$ cat src/rtl/field_packer_pkg.sv
// Shared definitions for the field packer.
//   NFIELDS_DEF / FW_DEF : default field count and field width
//   state_t              : pass control states
//   idx_width()          : width of the field index counter
package field_packer_pkg;

  localparam int NFIELDS_DEF = 8;
  localparam int FW_DEF      = 10;

  typedef enum logic [1:0] {
    IDLE = 2'd0,
    RUN  = 2'd1,
    DONE = 2'd2
  } state_t;

  // A single-field packer still needs a 1-bit index so the port stays legal.
  function automatic int idx_width(input int n);
    return (n > 1) ? $clog2(n) : 1;
  endfunction

endpackage

$ cat src/rtl/field_packer_field_gen.sv
// Combinational field generator: field = (idx << (idx + shamt)) truncated to FW.
//   idx   : field index
//   shamt : extra left shift latched for the pass
//   field : low FW bits of the shifted index
module field_gen #(
  parameter int NFIELDS = 8,
  parameter int FW      = 10,
  parameter int IW      = 3
) (
  input  logic [IW-1:0] idx,
  input  logic [1:0]    shamt,
  output logic [FW-1:0] field
);

  // Wide enough that the largest shift never loses bits before truncation.
  localparam int SW = FW + NFIELDS + 3;
  // Holds idx + shamt, whose maximum is NFIELDS-1+3.
  localparam int AW = IW + 2;

  logic [SW-1:0] ext;
  logic [AW-1:0] amt;

  assign ext   = SW'(idx);
  assign amt   = AW'(idx) + AW'(shamt);
  assign field = FW'(ext << amt);

endmodule

$ cat src/rtl/field_packer.sv
// Field packer: on an accepted start, writes NFIELDS generated fields into a
// packed word, one per cycle, field 0 in the MSBs, then presents the word with
// a valid/ready handshake.
//   clk       : clock, all state on posedge
//   reset_l   : asynchronous active-low reset
//   start     : begin a pass (only honoured in IDLE)
//   shamt     : extra left shift, latched with start
//   busy      : high while a pass is running or waiting for acceptance
//   out_valid : packed word available
//   out_ready : consumer accepts the word together with out_valid
//   out_data  : packed word
module field_packer #(
  parameter int NFIELDS = field_packer_pkg::NFIELDS_DEF,
  parameter int FW      = field_packer_pkg::FW_DEF
) (
  input  logic                  clk,
  input  logic                  reset_l,
  input  logic                  start,
  input  logic [1:0]            shamt,
  output logic                  busy,
  output logic                  out_valid,
  input  logic                  out_ready,
  output logic [NFIELDS*FW-1:0] out_data
);

  import field_packer_pkg::*;

  localparam int IW = idx_width(NFIELDS);
  localparam logic [IW-1:0] LAST = IW'(NFIELDS - 1);

  state_t        state_q, state_d;
  logic [IW-1:0] i_q;
  logic [1:0]    shamt_q;
  logic [FW-1:0] field;

  field_gen #(
    .NFIELDS (NFIELDS),
    .FW      (FW),
    .IW      (IW)
  ) u_field_gen (
    .idx   (i_q),
    .shamt (shamt_q),
    .field (field)
  );

  always_ff @(posedge clk or negedge reset_l) begin
    if (!reset_l) state_q <= IDLE;
    else          state_q <= state_d;
  end

  always_comb begin
    state_d = state_q;
    case (state_q)
      IDLE:    if (start)        state_d = RUN;
      RUN:     if (i_q == LAST)  state_d = DONE;
      DONE:    if (out_ready)    state_d = IDLE;
      default:                   state_d = IDLE;
    endcase
  end

  assign busy      = (state_q != IDLE);
  assign out_valid = (state_q == DONE);

  always_ff @(posedge clk or negedge reset_l) begin
    if (!reset_l) begin
      i_q      <= '0;
      shamt_q  <= '0;
      out_data <= '0;
    end else begin
      case (state_q)
        IDLE: begin
          if (start) begin
            shamt_q  <= shamt;
            i_q      <= '0;
            out_data <= '0;
          end
        end
        RUN: begin
          out_data[NFIELDS*FW-1-FW*int'(i_q) -: FW] <= field;
          // Park on the last index rather than wrapping; the next start clears it.
          if (i_q != LAST) i_q <= i_q + 1'b1;
        end
        default: ;
      endcase
    end
  end

endmodule

$ cat config.mk
export PLATFORM = sky130hd
export DESIGN_NAME = field_packer
export DESIGN_NICKNAME = d
export VERILOG_FILES = /design/src/rtl/field_packer_pkg.sv /design/src/rtl/field_packer_field_gen.sv /design/src/rtl/field_packer.sv
export SDC_FILE = /design/constraint.sdc
export NUM_CORES = 1
export LEC_CHECK = 0
export ABC_AREA = 1
export BUFFER_PORTS_ARGS = -buffer_cell sky130_fd_sc_hd__buf_2
export CORE_ASPECT_RATIO = 1.1
export CORE_MARGIN = 1
export CORE_UTILIZATION = 60
export CTS_CLUSTER_SIZE = 24
export DETAILED_ROUTE_END_ITERATION = 10
export PLACE_DENSITY = 0.88
export RECOVER_POWER = 50
export SKIP_LAST_GASP = 1
export SYNTH_ARGS = -nofsm -noshare
export SYNTH_HDL_FRONTEND = slang
export SYNTH_HIERARCHICAL = 1
export SYNTH_SLANG_ARGS = --single-unit
$ cat constraint.sdc
create_clock -name clk -period 5.58 [get_ports clk]
set_clock_uncertainty 0.2 [all_clocks]
set_input_delay 1.116 -clock clk [delete_from_list [all_inputs] [get_ports clk]]
set_output_delay 1.116 -clock clk [all_outputs]
set_load 0.05 [all_outputs]
==> key figures <==
Outcome
  – Outcome: finished, violations left
  – Failing checks: capacitance limit, slew limit

Global route
  – Initial antenna violation count: 0
  – Total track usage: 36.3%
  – Number of global-route vias before repair: 5,153
  – Grt ovf: 0
  – Global-route wire length before repair: 26,500 um
  – Pin count of the biggest net entering global routing: 88

Timing
  – Total Neg Setup Slack: 0 ns
  – Max Slew Vio Count: 88
  – Final Hold Fails: 0
  – RSZ-0062 raised after global routing: false
  – Tmin final: 3.60 ns
  – Least-Margin Pin Slew: 2.15 ns
  – Setup violators final: 0
  – Fmax: 0.278 GHz
  – Worst slew margin: -43.3%
  – Period utilization: 64.6%

Die
  – Die height: 102 um
  – Core area: 8830 um^2
  – Site row count: 36
  – Initial Utilization: 61.8%
  – Io pins: 88
  – Chip width: 93.0 um
  – Die ar.: 9490 um^2

Setup path
  – Req. time, crit path: 5.66 ns
  – Max stage delay on crit path: 0.59 ns
  – Crit-path max FO: 21
  – Setup CP Type: flop to flop
  – Critical Path Source: i_q[0]
  – Critical Path Most Common Cell: ha_1
  – Setup crit end kind: flop
  – Cell at the slowest stage of the critical path: dfrtp_1
  – Worst-path cell chain: ha_1, ha_1, inv_2, ha_1, inv_1, nand4_1, nor2_1, inv_1, nand3_1, nand2_1
  – Critical path startpoint category: flop
  – Worst r2r src: i_q[0]
  – Worst EP arrival: 3.68 ns

Clock network
  – Clock latency on the worst-skew pair: 0.38 ns
  – CTS Buffer Depth: 2
  – CTS buffer count: 9
  – Cts hold-fix bufs: 0
  – Post-CTS Setup Repair Bufs: 0
  – Root buffer cell: clkbuf_8
  – PostCTS Resize Cnt: 0
  – Clk sink count: 87
  – CTS clk-pin slew, worst paths: 0.10 ns
  – # H-tree levels: 3
  – CTS tree: built

Route
  – Drt first pass iters: 8
  – DR vias/cell: 5.86
  – WL/cell: 17.1 um
  – Remaining antenna violation count: 0
  – Routed WL: 16,400 um
  – DR iter-0 viols: 402
  – Vias: 5,603
  – DRC: 0

Placement
  – DP Wirelength: 11,900 um
  – IO buf count: 87
  – Gpl congestion: 1.02

Synth
  – Syn Area/Cell: 7.10 um^2
  – Netlist Area Pre-Place: 5460 um^2
  – Distinct cells, synth: 30
  – Gate Count Post-Synth: 769
  – Synth Warn #: 6
  – Seq cells post-synth: 87
  – Sequential share of the synthesized area: 39.9%
  – Syn nets: 789

Final layout
  – Diode count: 0
  – Register area: 2180 um^2
  – Area of the multi-input gates: 2810 um^2
  – Filler Cell Count: 782
  – Final Net Count: 857
  – Share of layout cells above drive strength 1: 14.6%
  – Layout Area Growth over Synthesis: 11.1%

Min path
  – Tightest Hold Check Type: flop to flop
  – Worst hold start: out_data[62]

Flow run
  – Max_cap viols: 1
worst max-delay path: cells and delay by family (launching register included):
family / cells / cell delay [ns]
fa+ha+maj: 3 / 1.14
flops: 1 / 0.59
buf+inv: 3 / 0.67
simple gates: 4 / 0.90
logic make-up (layout without fill, tap and decap cells):
| group | Yosys count | in the layout | share of synthesized area, % |
|---|---|---|---|
| AO/OA/AOI/OAI | 71 | 71 | 6.90 |
| adder cells (fa/ha/maj) | 14 | 14 | 3.35 |
| buffers and inverters | 110 | 183 | 8.75 |
| flip-flops | 87 | 87 | 39.9 |
| AND/OR/NAND/NOR | 487 | 487 | 41.1 |
flip-flops by register name (all words and copies together), names as in the netlist:
register / cells
state_q: 2
out_data: 80
shamt_q: 2
i_q: 3
metrics by stage:
stage               instances  hold slack [ns]  setup WS (ns)  cell area [um^2]  utilization, %
global route              956            0.320           1.73              6070            68.7
CTS                       956            0.282           2.04              6110            69.3
finish                    956            0.283           1.98              6070            68.7
global placement          940            0.254           2.22              5890            66.7
floorplan                 769            0.275           2.79              5460               -
detailed placement        940            0.257           2.06              5890            66.7
synth_stat cells (all sizes together):
| master | count | share of area, % |
|---|---|---|
| o211ai | 1 | 0.14 |
| nand3b | 1 | 0.14 |
| or2 | 2 | 0.23 |
| inv | 74 | 5.1 |
| o21ai | 58 | 5.5 |
| fa | 1 | 0.37 |
| buf | 23 | 2.8 |
| o22ai | 2 | 0.23 |
| a21oi | 8 | 0.80 |
| ha | 13 | 3.0 |
| o31ai | 2 | 0.27 |
| nor2 | 67 | 6.8 |
| nand3 | 173 | 16 |
| clkbuf | 13 | 0.89 |
| dfrtp | 87 | 40 |
| nand4 | 13 | 1.5 |
| and2 | 2 | 0.23 |
| nand2 | 229 | 16 |
final cells by class:
class | instances | share of cell area (%)
Multi-Input combinational cell | 572 | 46.2
Sequential cell | 87 | 35.9
Timing Repair Buffer | 93 | 7.22
Inverter | 74 | 4.58
Tap cell | 114 | 2.35
Clock buffer | 9 | 2.04
Clock inverter | 7 | 1.69
final timing paths:
path / slack [ns] / endpoint / cells past startpoint
worst max-delay path: 1.98 / out_data[66] / 10
worst min-delay path: 0.28 / out_data[62] / 2
worst max register to register: 1.98 / out_data[66] / 10
worst min register to register: 0.28 / out_data[62] / 2
max in group asynchronous: 2.76 / out_data[58] / 1
min in group asynchronous: 1.14 / out_data[53] / 1
metal layers:
| metal | GRT usage, % | share of wire [%] | wire (um) |
|---|---|---|---|
| met5 | 0 | 0 | 0 |
| met4 | 14.6 | 3.2 | 521 |
| met3 | 5.28 | 6.8 | 1110 |
| met2 | 59.6 | 48 | 7840 |
| met1 | 48.5 | 42 | 6920 |
cell usage in the layout, fill, tap and decap left out, types with 2 or more instances in the layout:
cell type / instances
inv_1: 60
ha_1: 13
clkbuf_1: 34
dfrtp_1: 87
a21oi_1: 7
clkbuf_8: 9
nor2_2: 2
inv_6: 2
nand4_1: 13
and2_1: 2
nor2_4: 15
nor2_1: 50
bufinv_16: 2
o21ai_2: 2
nand2_1: 218
o21ai_0: 47
nand3_1: 172
buf_2: 52
nand2_2: 10
buf_4: 6
inv_2: 14
or2_2: 2
o21ai_1: 9
o31ai_1: 2
o22ai_1: 2
Power is left out: the tool's default activity adds up to more than one toggle a clock period on the data nets, which glitch-free logic cannot reach.
